$ cat src/rtl/fifo_dot_product.sv
// fifo_dot_product
//   Pulls LENGTH element pairs from two operand FIFOs (A = matrix row,
//   B = vector), multiply-accumulates them as unsigned values and presents
//   the dot product with a one-cycle done pulse.
//
// Ports
//   clk, rst_n        clock (rising edge) and asynchronous active-low reset
//   start             begin a dot product; only looked at in IDLE
//   a_empty, b_empty  operand FIFO empty flags
//   a_data, b_data    operand FIFO read data, valid the cycle after a pop
//   a_rden, b_rden    pop requests, always asserted together
//   busy              high while in RUN or DRAIN
//   done              one-cycle pulse, result valid in the same cycle
//   result            last completed dot product, held until the next done
module fifo_dot_product #(
  parameter int DATA_WIDTH = 8,
  parameter int LENGTH     = 8,
  parameter int ACC_WIDTH  = 24
) (
  input  logic                  clk,
  input  logic                  rst_n,
  input  logic                  start,
  input  logic                  a_empty,
  input  logic                  b_empty,
  input  logic [DATA_WIDTH-1:0] a_data,
  input  logic [DATA_WIDTH-1:0] b_data,
  output logic                  a_rden,
  output logic                  b_rden,
  output logic                  busy,
  output logic                  done,
  output logic [ACC_WIDTH-1:0]  result
);

  localparam int CNT_W = (LENGTH > 1) ? $clog2(LENGTH + 1) : 1;
  localparam logic [CNT_W-1:0] LEN_C  = CNT_W'(LENGTH);
  localparam logic [CNT_W-1:0] LAST_C = CNT_W'(LENGTH - 1);

  typedef enum logic [1:0] {IDLE, RUN, DRAIN, DONE} state_t;

  state_t                  state;
  logic [CNT_W-1:0]        issued;
  logic                    pop_vld;   // FIFO data of last cycle's pop is on a_data/b_data
  logic [ACC_WIDTH-1:0]    acc;
  logic [ACC_WIDTH-1:0]    acc_sum;
  logic [2*DATA_WIDTH-1:0] prod;
  logic                    pop;
  logic                    last_pop;

  // Pop decision is combinational so a FIFO going non-empty is used the
  // same cycle; both FIFOs are popped together so pairs never split.
  assign pop      = (state == RUN) && (issued < LEN_C) && !a_empty && !b_empty;
  assign last_pop = pop && (issued == LAST_C);
  assign a_rden   = pop;
  assign b_rden   = pop;

  assign prod    = a_data * b_data;
  assign acc_sum = acc + ACC_WIDTH'(prod);   // wraps modulo 2^ACC_WIDTH

  always_ff @(posedge clk or negedge rst_n) begin
    if (!rst_n) begin
      state   <= IDLE;
      issued  <= '0;
      pop_vld <= 1'b0;
      acc     <= '0;
      result  <= '0;
      busy    <= 1'b0;
      done    <= 1'b0;
    end else begin
      pop_vld <= pop;
      done    <= 1'b0;
      if (pop_vld) acc <= acc_sum;
      case (state)
        IDLE: if (start) begin
          acc    <= '0;
          issued <= '0;
          busy   <= 1'b1;
          state  <= RUN;
        end
        RUN: if (pop) begin
          issued <= issued + 1'b1;
          if (last_pop) state <= DRAIN;
        end
        // The final pair arrives this cycle; fold it straight into result
        // so result is already valid while done is high.
        DRAIN: begin
          result <= acc_sum;
          busy   <= 1'b0;
          done   <= 1'b1;
          state  <= DONE;
        end
        DONE: state <= IDLE;
      endcase
    end
  end

endmodule

$ cat config.mk
export PLATFORM = sky130hd
export DESIGN_NAME = fifo_dot_product
export DESIGN_NICKNAME = d
export VERILOG_FILES = /design/src/rtl/fifo_dot_product.sv
export SDC_FILE = /design/constraint.sdc
export NUM_CORES = 1
export LEC_CHECK = 0
export BUFFER_PORTS_ARGS = -buffer_cell sky130_fd_sc_hd__buf_2
export CAP_MARGIN = 20
export CORE_MARGIN = 5
export CORE_UTILIZATION = 55
export DETAILED_ROUTE_END_ITERATION = 8
export GPL_TIMING_DRIVEN = 0
export PLACE_DENSITY = 0.84
export SLEW_MARGIN = 40
export SYNTH_ARGS = -nofsm -noshare
export SYNTH_HDL_FRONTEND = slang
export SYNTH_SLANG_ARGS = --single-unit
$ cat constraint.sdc
create_clock -name clk -period 4.3 [get_ports clk]
set_input_delay 0.86 -clock clk [delete_from_list [all_inputs] [get_ports clk]]
set_output_delay 0.86 -clock clk [all_outputs]
set_load 0.1 [all_outputs]
==> qor.csv <==
metric,value,unit
Layout area overhead,33.0,%
dpl hpwl,9.94,mm
Slew @ Worst Pin,0.849,ns
Finish-stage setup viols,28,
WS Path Type,input port to flop,
RSZ-0062 raised after global routing,yes,
RePlAce Congestion,0.916,
TNS Setup,-4.50,ns
largest net degree at the start of global routing,58,
first-pass GRT wire length,23.5,mm
"slowest stage delay, CP",0.55,ns
Crit path buffers/inverters,4,
Synth Register Bits,57,
most common cell in the synthesized netlist,inv_1,
"area leader, netlist",dfrtp_1,
Critical Path AT,4.88,ns
min Tclk post-route,4.67,ns
final WL,15.9,mm
# DRC,0,
synthesized instance count,583,
die width,110,um
Util after Layout,74.6,%
total CTS buffers,9,
setup ws final,-0.366,ns
CTS tree,built,
# rows,36,
"top cells by count, synth","inv_1, dfrtp_1, nand2_1",
clock latency on the worst-skew pair,0.36,ns
Syn. warnings,0,
Antenna Nets Post-Route,0,
Hold Slack,0.504,ns
global route total overflow,0,
Yosys top cell area share,26.1,%
synthesized area per cell,9.36,um^2
HP Class,flop to flop,
initial antenna violation count,0,
Pre-antenna DRT Iters,5,
CTS Buffer Depth,2,
layout cell share with drive strength beyond 1,35.4,%
vias in the first global route,4944,
failing checks,setup timing,
Crit path max-delay family,adder cells,
nets,794,
Area contributors post-synth,"dfrtp_1, fa_1, ha_1, inv_1, and2_1",
Cell variety after synth,62,
Max Clock Freq,214,MHz
via count,4701,
io pins,49,
clk root buf,clkbuf_8,
# clock sinks,57,
period utilization,109,%
Rel. slew slack,43.4,%
# port buffers,46,
die area,12000,um^2
core area,9730,um^2
max-cap viol count,0,
All-Layer GR Usage,25.0,%
CP Launch Type,input port,
hold_buf cts,0,
detailed-route wire length per cell,19.5,um
Final Skew,0.0160,ns
mapped cell area,5460,um^2
Crit Path Max Fanout,8,
antenna fix cells,0,
Synthesized Nets,699,
DR vias/cell,5.76,
Worst path slowest cell,fa_1,
register area share after synthesis,26.1,%
cells along the critical path,buf_12 -> and2_4 -> fa_1 -> fa_2 -> fa_1 -> inv_1 -> fa_1 -> inv_1 -> ha_1 -> buf_6 -> nand4_1 -> nor3_4 -> o311ai_4 -> a211oi_2 -> xnor2_1 -> nor2_1,
Worst path most repeated cell,fa_1,
htree depth,3,
ys async rst share,100,%
ys flop type,dfrtp_1,
Final Hold Violating Endpoints,0,
Die Span Y,110,um
number of synthesized flops with an enable pin,0,
status,"complete, but fails checks",
Starting Density,56.1,%
Final Max Tran Viols,0,
Critical Path RT,4.51,ns
"Reg clk slew, reported paths",0.07,ns
Starting DRT DRC Count,351,
CP endpoint kind,flop,
==> layout make-up <==
class | instances | area (um^2)
multi-input cells | 405 | 4180
fillers | 635 | 2470
flip-flops and latches | 57 | 1430
repair buffers | 84 | 703
inverters | 98 | 368
plain buffers | 23 | 193
well taps | 133 | 166
clock buffers | 9 | 124
clock inverters | 7 | 93.8
==> flip-flops by register name, indices dropped and copies added (netlist names) <==
name	count
pop_vld	1
acc	24
result	24
busy	1
done	1
state	2
issued	4
==> cells by family after synthesis <==
family          Yosys count  synth area share (%)
simple gates            176                  16.1
xor+xnor                 17                  2.73
compound gates           84                  10.5
flops                    57                  26.1
mux                      33                  6.44
fa+ha+maj                95                  28.7
buf+inv                 121                  9.38
==> per-stage QoR <==
stage | std cells | instance area, um^2 | worst slack (ns)
finish | 816 | 7260 | -0.366
global route | 816 | 7260 | -0.417
CTS | 801 | 6870 | -0.242
detailed placement | 762 | 6100 | -0.827
global placement | 762 | 6090 | -0.741
floorplan | 583 | 5700 | -0.386
==> worst reg2reg max path: stages, from the launching register on <==
cell,delay [ns]
dfrtp_1,0.39
inv_1,0.09
fa_1,0.53
inv_1,0.05
fa_1,0.45
fa_1,0.54
inv_2,0.04
fa_1,0.49
inv_2,0.05
ha_4,0.22
o211ai_1,0.11
o21ai_2,0.14
o31a_1,0.30
a211o_1,0.32
xor2_1,0.17
mux2_4,0.27
==> final timing paths <==
kind | startpoint | to | slack (ns) | cells past startpoint
setup / recovery | b_data[5] | acc[22]$_DFF_PN0_ | -0.37 | 16
hold / removal | issued[3]$_DFFE_PN0P_ | pop_vld$_DFF_PN0_ | 0.50 | 1
setup reg to reg | acc[7]$_DFF_PN0_ | result[18]$_DFFE_PN0P_ | 0.01 | 15
hold reg to reg | issued[3]$_DFFE_PN0P_ | pop_vld$_DFF_PN0_ | 0.50 | 1
max in group asynchronous | rst_n | acc[5]$_DFF_PN0_ | 3.27 | 1
min in group asynchronous | rst_n | issued[3]$_DFFE_PN0P_ | 0.56 | 1
==> per-layer routing <==
layer	up-vias	GRT usage, %	part of all wire [%]
li1	2089	-	-
met4	0	11.1	3.6
met2	205	44.3	52
met3	54	3.23	5.3
met5	-	0	0
met1	2353	30.3	39
==> what timing repair did <==
| action | in CTS | in global routing |
|---|---|---|
| gates cloned | 0 | 0 |
| setup endpoints to repair | 27 | 30 |
| setup buffers | 23 | 15 |
| pin swaps | 53 | 55 |
| resized for setup | 92 | 58 |
==> cells in the final DEF, fill, tap and decap left out, types with 10 or more instances in the layout <==
cell	n
nor2_1	36
and2_4	10
o21ai_0	10
buf_2	33
ha_1	34
mux2_2	11
fa_1	42
and2_1	27
nand2_1	44
clkbuf_8	12
buf_4	30
inv_2	12
buf_6	19
mux2i_1	16
inv_1	86
dfrtp_1	57
nand3_1	10
ha_4	10
Power is not shown: default switching activity piles up to over one toggle a cycle in this logic, so the estimate is an artifact.
